<file path="src/rtl/keypad_scan.sv">
// keypad_scan: 4x4 matrix keypad scanner with frame debounce and press/release strobes.
// Latency: columns captured 2 cycles after a row's dwell ends; key_valid/key_release 1 cycle after the debounced map updates.
// Backpressure: none; strobes are single-cycle pulses that the consumer must take when they occur.
//
// Ports:
//   clk          system clock, all logic on the rising edge
//   rstn         synchronous reset, active-high (1 = reset)
//   key_col      column lines, active-low, asynchronous to clk
//   key_row      row drive, active-low, exactly one bit low
//   key_code     reported key index (row*4 + col), held while key_down
//   key_valid    one-cycle strobe on a debounced press
//   key_down     high while the reported press is held
//   key_release  one-cycle strobe when all keys are released after a press
module keypad_scan #(
  parameter int CLK_FREQ  = 50000000,
  parameter int SCAN_FREQ = 1000,
  parameter int DEBOUNCE  = 4
) (
  input  logic       clk,
  input  logic       rstn,
  input  logic [3:0] key_col,
  output logic [3:0] key_row,
  output logic [3:0] key_code,
  output logic       key_valid,
  output logic       key_down,
  output logic       key_release
);

  localparam int SCAN_COUNT = CLK_FREQ / (SCAN_FREQ * 4) - 1;
  localparam int TW = (SCAN_COUNT > 0) ? $clog2(SCAN_COUNT + 1) : 1;
  localparam logic [TW-1:0] TERM = TW'(SCAN_COUNT);
  localparam logic [3:0] DEB_CNT = 4'(DEBOUNCE);

  typedef enum logic {ST_IDLE, ST_PRESSED} state_t;

  logic [TW-1:0] timer_q;
  logic [1:0]    row_q;
  logic [3:0]    key_row_q;
  logic [3:0]    col_s1_q, col_s2_q;
  // Row index travels alongside the synchronizer so that the columns stored
  // for a row are the ones seen while that row was actually driven.
  logic          smp1_vld_q, smp2_vld_q;
  logic [1:0]    smp1_row_q, smp2_row_q;
  logic [15:0]   raw_map_q, prev_frame_q, deb_map_q;
  logic [3:0]    stable_cnt_q;
  state_t        state_q;
  logic [3:0]    key_code_q;
  logic          key_valid_q, key_down_q, key_release_q;

  logic          tick;
  logic          frame_done;
  logic [15:0]   raw_map_d;
  logic [3:0]    stable_cnt_d;
  logic [3:0]    low_idx;

  assign tick       = (timer_q == TERM);
  assign frame_done = smp2_vld_q && (smp2_row_q == 2'd3);

  // Raw map including the row being captured this cycle.
  always_comb begin
    raw_map_d = raw_map_q;
    if (smp2_vld_q) begin
      raw_map_d[{smp2_row_q, 2'b00} +: 4] = ~col_s2_q;
    end
  end

  always_comb begin
    stable_cnt_d = 4'd0;
    if (raw_map_d == prev_frame_q) begin
      stable_cnt_d = (stable_cnt_q == 4'hF) ? 4'hF : stable_cnt_q + 4'd1;
    end
  end

  // Lowest set index of the debounced map (scan downwards so index 0 wins).
  always_comb begin
    low_idx = 4'd0;
    for (int i = 15; i >= 0; i--) begin
      if (deb_map_q[i]) low_idx = 4'(i);
    end
  end

  always_ff @(posedge clk) begin
    if (rstn) begin
      timer_q       <= '0;
      row_q         <= 2'd0;
      key_row_q     <= 4'b1110;
      col_s1_q      <= 4'd0;
      col_s2_q      <= 4'd0;
      smp1_vld_q    <= 1'b0;
      smp2_vld_q    <= 1'b0;
      smp1_row_q    <= 2'd0;
      smp2_row_q    <= 2'd0;
      raw_map_q     <= 16'd0;
      prev_frame_q  <= 16'd0;
      deb_map_q     <= 16'd0;
      stable_cnt_q  <= 4'd0;
      state_q       <= ST_IDLE;
      key_code_q    <= 4'd0;
      key_valid_q   <= 1'b0;
      key_down_q    <= 1'b0;
      key_release_q <= 1'b0;
    end else begin
      timer_q  <= tick ? '0 : timer_q + TW'(1);
      col_s1_q <= key_col;
      col_s2_q <= col_s1_q;

      smp1_vld_q <= tick;
      smp1_row_q <= row_q;
      smp2_vld_q <= smp1_vld_q;
      smp2_row_q <= smp1_row_q;

      if (tick) begin
        row_q     <= row_q + 2'd1;
        key_row_q <= {key_row_q[2:0], key_row_q[3]};
      end

      if (smp2_vld_q) begin
        raw_map_q <= raw_map_d;
      end

      if (frame_done) begin
        stable_cnt_q <= stable_cnt_d;
        prev_frame_q <= raw_map_d;
        // Update only on the frame where the run length first reaches the threshold.
        if (stable_cnt_d == DEB_CNT && stable_cnt_q != DEB_CNT) begin
          deb_map_q <= raw_map_d;
        end
      end

      key_valid_q   <= 1'b0;
      key_release_q <= 1'b0;
      case (state_q)
        ST_IDLE: begin
          if (deb_map_q != 16'd0) begin
            state_q     <= ST_PRESSED;
            key_code_q  <= low_idx;
            key_valid_q <= 1'b1;
            key_down_q  <= 1'b1;
          end
        end
        ST_PRESSED: begin
          // Code stays frozen; only a full release leaves this state.
          if (deb_map_q == 16'd0) begin
            state_q       <= ST_IDLE;
            key_release_q <= 1'b1;
            key_down_q    <= 1'b0;
          end
        end
        default: state_q <= ST_IDLE;
      endcase
    end
  end

  assign key_row     = key_row_q;
  assign key_code    = key_code_q;
  assign key_valid   = key_valid_q;
  assign key_down    = key_down_q;
  assign key_release = key_release_q;

endmodule

</file>
<file path="config.mk">
export PLATFORM = sky130hd
export DESIGN_NAME = keypad_scan
export DESIGN_NICKNAME = d
export VERILOG_FILES = /design/src/rtl/keypad_scan.sv
export SDC_FILE = /design/constraint.sdc
export NUM_CORES = 1
export LEC_CHECK = 0
export CAP_MARGIN = 10
export CORE_UTILIZATION = 30
export CTS_CLUSTER_SIZE = 8
export DETAILED_ROUTE_END_ITERATION = 16
export DONT_BUFFER_PORTS = 1
export PLACE_DENSITY = 0.47
export SYNTH_ARGS = -nofsm -noshare
export SYNTH_HDL_FRONTEND = slang
export SYNTH_SLANG_ARGS = --single-unit
export TNS_END_PERCENT = 20
</file>
<file path="constraint.sdc">
create_clock -name clk -period 5.25 [get_ports clk]
set_input_delay 1.05 -clock clk [delete_from_list [all_inputs] [get_ports clk]]
set_output_delay 1.05 -clock clk [all_outputs]
set_load 0.01 [all_outputs]
</file>
==> metrics.txt <==
# TYPE chip_impl_metric gauge
chip_impl_metric{name="max_cap_viols",unit=""} 0
chip_impl_metric{name="critPathRequiredTime",unit="ps"} 5480
chip_impl_metric{name="worstPathArrival",unit="ps"} 4040
chip_impl_metric{name="synth_enable_flop_cells",unit=""} 0
chip_impl_metric{name="first_global_vias",unit=""} 2844
chip_impl_metric{name="worst-slew-pin-transition",unit="ps"} 871
chip_impl_metric{name="cts_htree_levels",unit=""} 3
chip_impl_metric{name="synth.ff_latch_count",unit=""} 94
chip_impl_info{name="cts_tree",value="built"} 1
chip_impl_metric{name="worstSkewPairLatency",unit="ps"} 350
chip_impl_metric{name="clock_tree.buffer_depth",unit=""} 2
chip_impl_info{name="hold_path_class",value="reg -> reg"} 1
chip_impl_metric{name="power.ir.vdd_worst",unit="V"} 0.000266
chip_impl_metric{name="globalRoute.totalOverflow",unit=""} 0
chip_impl_info{name="grt_setup_unrepaired",value="no"} 1
chip_impl_info{name="slowest_stage",value="or3_1"} 1
chip_impl_metric{name="die_height",unit="µm"} 121
chip_impl_info{name="worst_setup_path_start_kind",value="flop"} 1
chip_impl_metric{name="timing.max_slew.rel_slack",unit="%"} 41.9
chip_impl_metric{name="grt_first_pass_wirelength",unit="mm"} 15.1
chip_impl_metric{name="synthesis.nets",unit=""} 477
chip_impl_metric{name="fin_tns_setup",unit="ps"} 0
chip_impl_info{name="most_used_flip_flop_cell_after_synthesis",value="dfxtp_1"} 1
chip_impl_metric{name="critical_path.max_stage_delay",unit="ps"} 690
chip_impl_metric{name="num_antenna_cells",unit=""} 0
chip_impl_metric{name="detail_route.first_pass.iterations",unit=""} 5
chip_impl_metric{name="leakage",unit="µW"} 0.00174
chip_impl_metric{name="fmaxAchievable",unit="MHz"} 263
chip_impl_metric{name="drc_errors",unit=""} 0
chip_impl_metric{name="crit_fanout",unit=""} 16
chip_impl_metric{name="route.final.wire_length",unit="mm"} 8.97
chip_impl_metric{name="drt_first_iter_violations",unit=""} 156
chip_impl_metric{name="area.growth.synth_to_final",unit="%"} 9.40
chip_impl_info{name="clk_root_buffer_cell",value="clkbuf_16"} 1
chip_impl_metric{name="hold_viol",unit=""} 0
chip_impl_metric{name="num-fill-cells",unit=""} 1445
chip_impl_info{name="cell_family_contributing_the_most_delay_on_the_critical_path",value="simple AND/OR/NAND/NOR gates"} 1
chip_impl_metric{name="coreArea",unit="mm²"} 0.0139
chip_impl_metric{name="multi_input_comb_area",unit="mm²"} 0.00215
chip_impl_info{name="cells_along_the_critical_path",value="inv_1 -> ha_1 -> nand2b_1 -> or4_1 -> xnor2_1 -> nor4b_1 -> nand3_1 -> or3_1 -> mux2_1"} 1
chip_impl_metric{name="grt_start_max_net_pins",unit=""} 83
chip_impl_metric{name="share_of_layout_cells_above_drive_strength_1",unit="%"} 6.84
chip_impl_metric{name="fin_total_pwr",unit="µW"} 1410
chip_impl_metric{name="register_area",unit="mm²"} 0.00188
chip_impl_metric{name="netlist_instances",unit=""} 461
chip_impl_metric{name="floorplan.initialDensity",unit="%"} 30.7
chip_impl_metric{name="cts.repair.resized",unit=""} 0
chip_impl_metric{name="vias_per_cell",unit=""} 4.78
chip_impl_metric{name="fin_skew",unit="ps"} 7.16
chip_impl_metric{name="total_die_area",unit="mm²"} 0.0147
chip_impl_metric{name="total_via_count_after_detailed_routing",unit=""} 3023
chip_impl_metric{name="cts.repair_timing.setup_buffer_count",unit=""} 0
chip_impl_metric{name="numClockSinks",unit=""} 94
chip_impl_metric{name="timing.final.max_slew_violations",unit=""} 0
chip_impl_metric{name="finalSetupViolCount",unit=""} 0
chip_impl_metric{name="tritoncts.num_buffers",unit=""} 9
chip_impl_metric{name="path_clk_slew",unit="ps"} 70
chip_impl_metric{name="ios",unit=""} 17
chip_impl_info{name="status",value="complete, no violations"} 1
chip_impl_metric{name="fin_nets",unit=""} 464
chip_impl_metric{name="period_utilization_post_route",unit="%"} 72.5
chip_impl_metric{name="rows",unit=""} 43
chip_impl_metric{name="yosys.cell_types.count",unit=""} 58
chip_impl_metric{name="cellPowerDensity",unit="mW/mm²"} 303
chip_impl_metric{name="mappedNetlistArea",unit="mm²"} 0.00426
chip_impl_metric{name="cts_hold_bufs",unit=""} 0
chip_impl_metric{name="synthArstFlopShare",unit="%"} 0
chip_impl_metric{name="die_width",unit="µm"} 121
chip_impl_metric{name="detail-route-antenna-nets",unit=""} 0
chip_impl_metric{name="seq_area_frac_synth",unit="%"} 44.2
chip_impl_metric{name="finalWeightedCongestion",unit=""} 0.805
chip_impl_metric{name="portBuffers",unit=""} 0
chip_impl_metric{name="cp.buffers_inverters",unit=""} 1
chip_impl_metric{name="groute.usage.overall",unit="%"} 13.6
chip_impl_metric{name="wl_per_cell",unit="µm"} 14.2
chip_impl_metric{name="post-dp-hpwl",unit="mm"} 6.18
chip_impl_metric{name="yosys_warnings",unit=""} 0
chip_impl_info{name="worst-setup-path-type",value="reg -> reg"} 1
chip_impl_metric{name="avgSynthCellArea",unit="µm²"} 9.24
chip_impl_metric{name="finalWorstPathRequiredPeriod",unit="ps"} 3810
chip_impl_metric{name="antenna_found_initial",unit=""} 0
chip_impl_info{name="crit_path_end_kind",value="flop"} 1
sequential cells by signal (all words and copies together), names as in the netlist:
signal        count
smp2_row_q        2
key_release       1
deb_map_q        16
smp1_vld_q        1
col_s1_q          4
row_q             2
key_code          4
timer_q          14
stable_cnt_q      4
raw_map_q        16
col_s2_q          4
key_down          1
prev_frame_q     16
key_row           4
smp2_vld_q        1
state_q           1
smp1_row_q        2
key_valid         1
layout make-up:
| type | instances | area share [%] |
|---|---|---|
| multi-input combinational | 320 | 46.2 |
| sequential | 94 | 40.4 |
| timing repair buffer | 1 | 0.161 |
| clock buffer | 12 | 5.50 |
| inverter | 22 | 1.77 |
| clock inverter | 4 | 1.15 |
| tap | 180 | 4.83 |
synthesized netlist by cell type (7+ instances only):
library cell | n | area [µm²]
ha_1 | 10 | 125
dfxtp_1 | 94 | 1880
mux2i_1 | 7 | 70.1
nor2b_1 | 26 | 163
nor2_1 | 70 | 263
a21oi_1 | 15 | 75.1
mux2_4 | 10 | 150
a211oi_1 | 14 | 105
xor2_1 | 12 | 105
inv_1 | 22 | 82.6
xnor2_1 | 15 | 131
nand3_1 | 10 | 50.1
nor3_1 | 9 | 45.0
clkbuf_1 | 11 | 41.3
nand2_1 | 26 | 97.6
final timing paths:
path | slack, ps | depth (start not counted) | start | endpoint
hold reg to reg | 440 | 1 | col_s1_q[3]$_SDFF_PP0_ | col_s2_q[3]$_SDFF_PP0_
setup / recovery | 1440 | 9 | smp2_row_q[0]$_SDFF_PP0_ | deb_map_q[3]$_SDFFE_PP0P_
setup reg to reg | 1440 | 9 | smp2_row_q[0]$_SDFF_PP0_ | deb_map_q[3]$_SDFFE_PP0P_
hold / removal | 440 | 1 | col_s1_q[3]$_SDFF_PP0_ | col_s2_q[3]$_SDFF_PP0_
cells by family after synthesis:
group | count (synthesis) | share of synthesized area, %
AOI/OAI and AO/OA | 76 | 13.0
DFF | 94 | 44.2
adders and majority gates | 10 | 2.94
and+or+nand+nor | 184 | 22.3
muxes | 23 | 6.75
xor gates and xnor gates | 27 | 5.55
buffers and inverters | 47 | 5.29
report_power, final:
group          switching, µW  internal [µW]
registers               5.05            718
logic                   6.26           5.73
clock network            278            397
through the flow:
stage,cells,instance area (µm²),setup WS [ps],hold slack [ps],util [%]
floorplan,461,4260,2170,414,-
global placement,617,4350,1540,419,31.3
detailed placement,617,4350,1460,425,31.3
CTS,633,4660,1450,441,33.6
global route,633,4660,1020,456,33.6
finish,633,4660,1440,436,33.6
cells in the final DEF (no fill, tap or decap), types with 5 or more instances in the layout:
cell type,instances
nor2b_1,26
nor3_1,9
xnor2_1,15
mux2_4,10
clkbuf_16,9
inv_1,22
nand2b_1,5
mux2_1,6
or4_1,5
ha_1,10
xor2_1,12
mux2i_1,7
a21oi_1,15
a211oi_1,14
nor2_1,70
nand2_1,26
nand3_1,10
dfxtp_1,94
per-layer routing:
metal  track usage, %  up-vias  part of all wire, %
li1                 -     1569                    -
met2             20.0       39                   44
met4             4.40        0                  1.3
met3             4.37        7                  4.3
met1             18.6     1408                   50
met5                0        -                    0
Power figures use the tool's default switching activity.
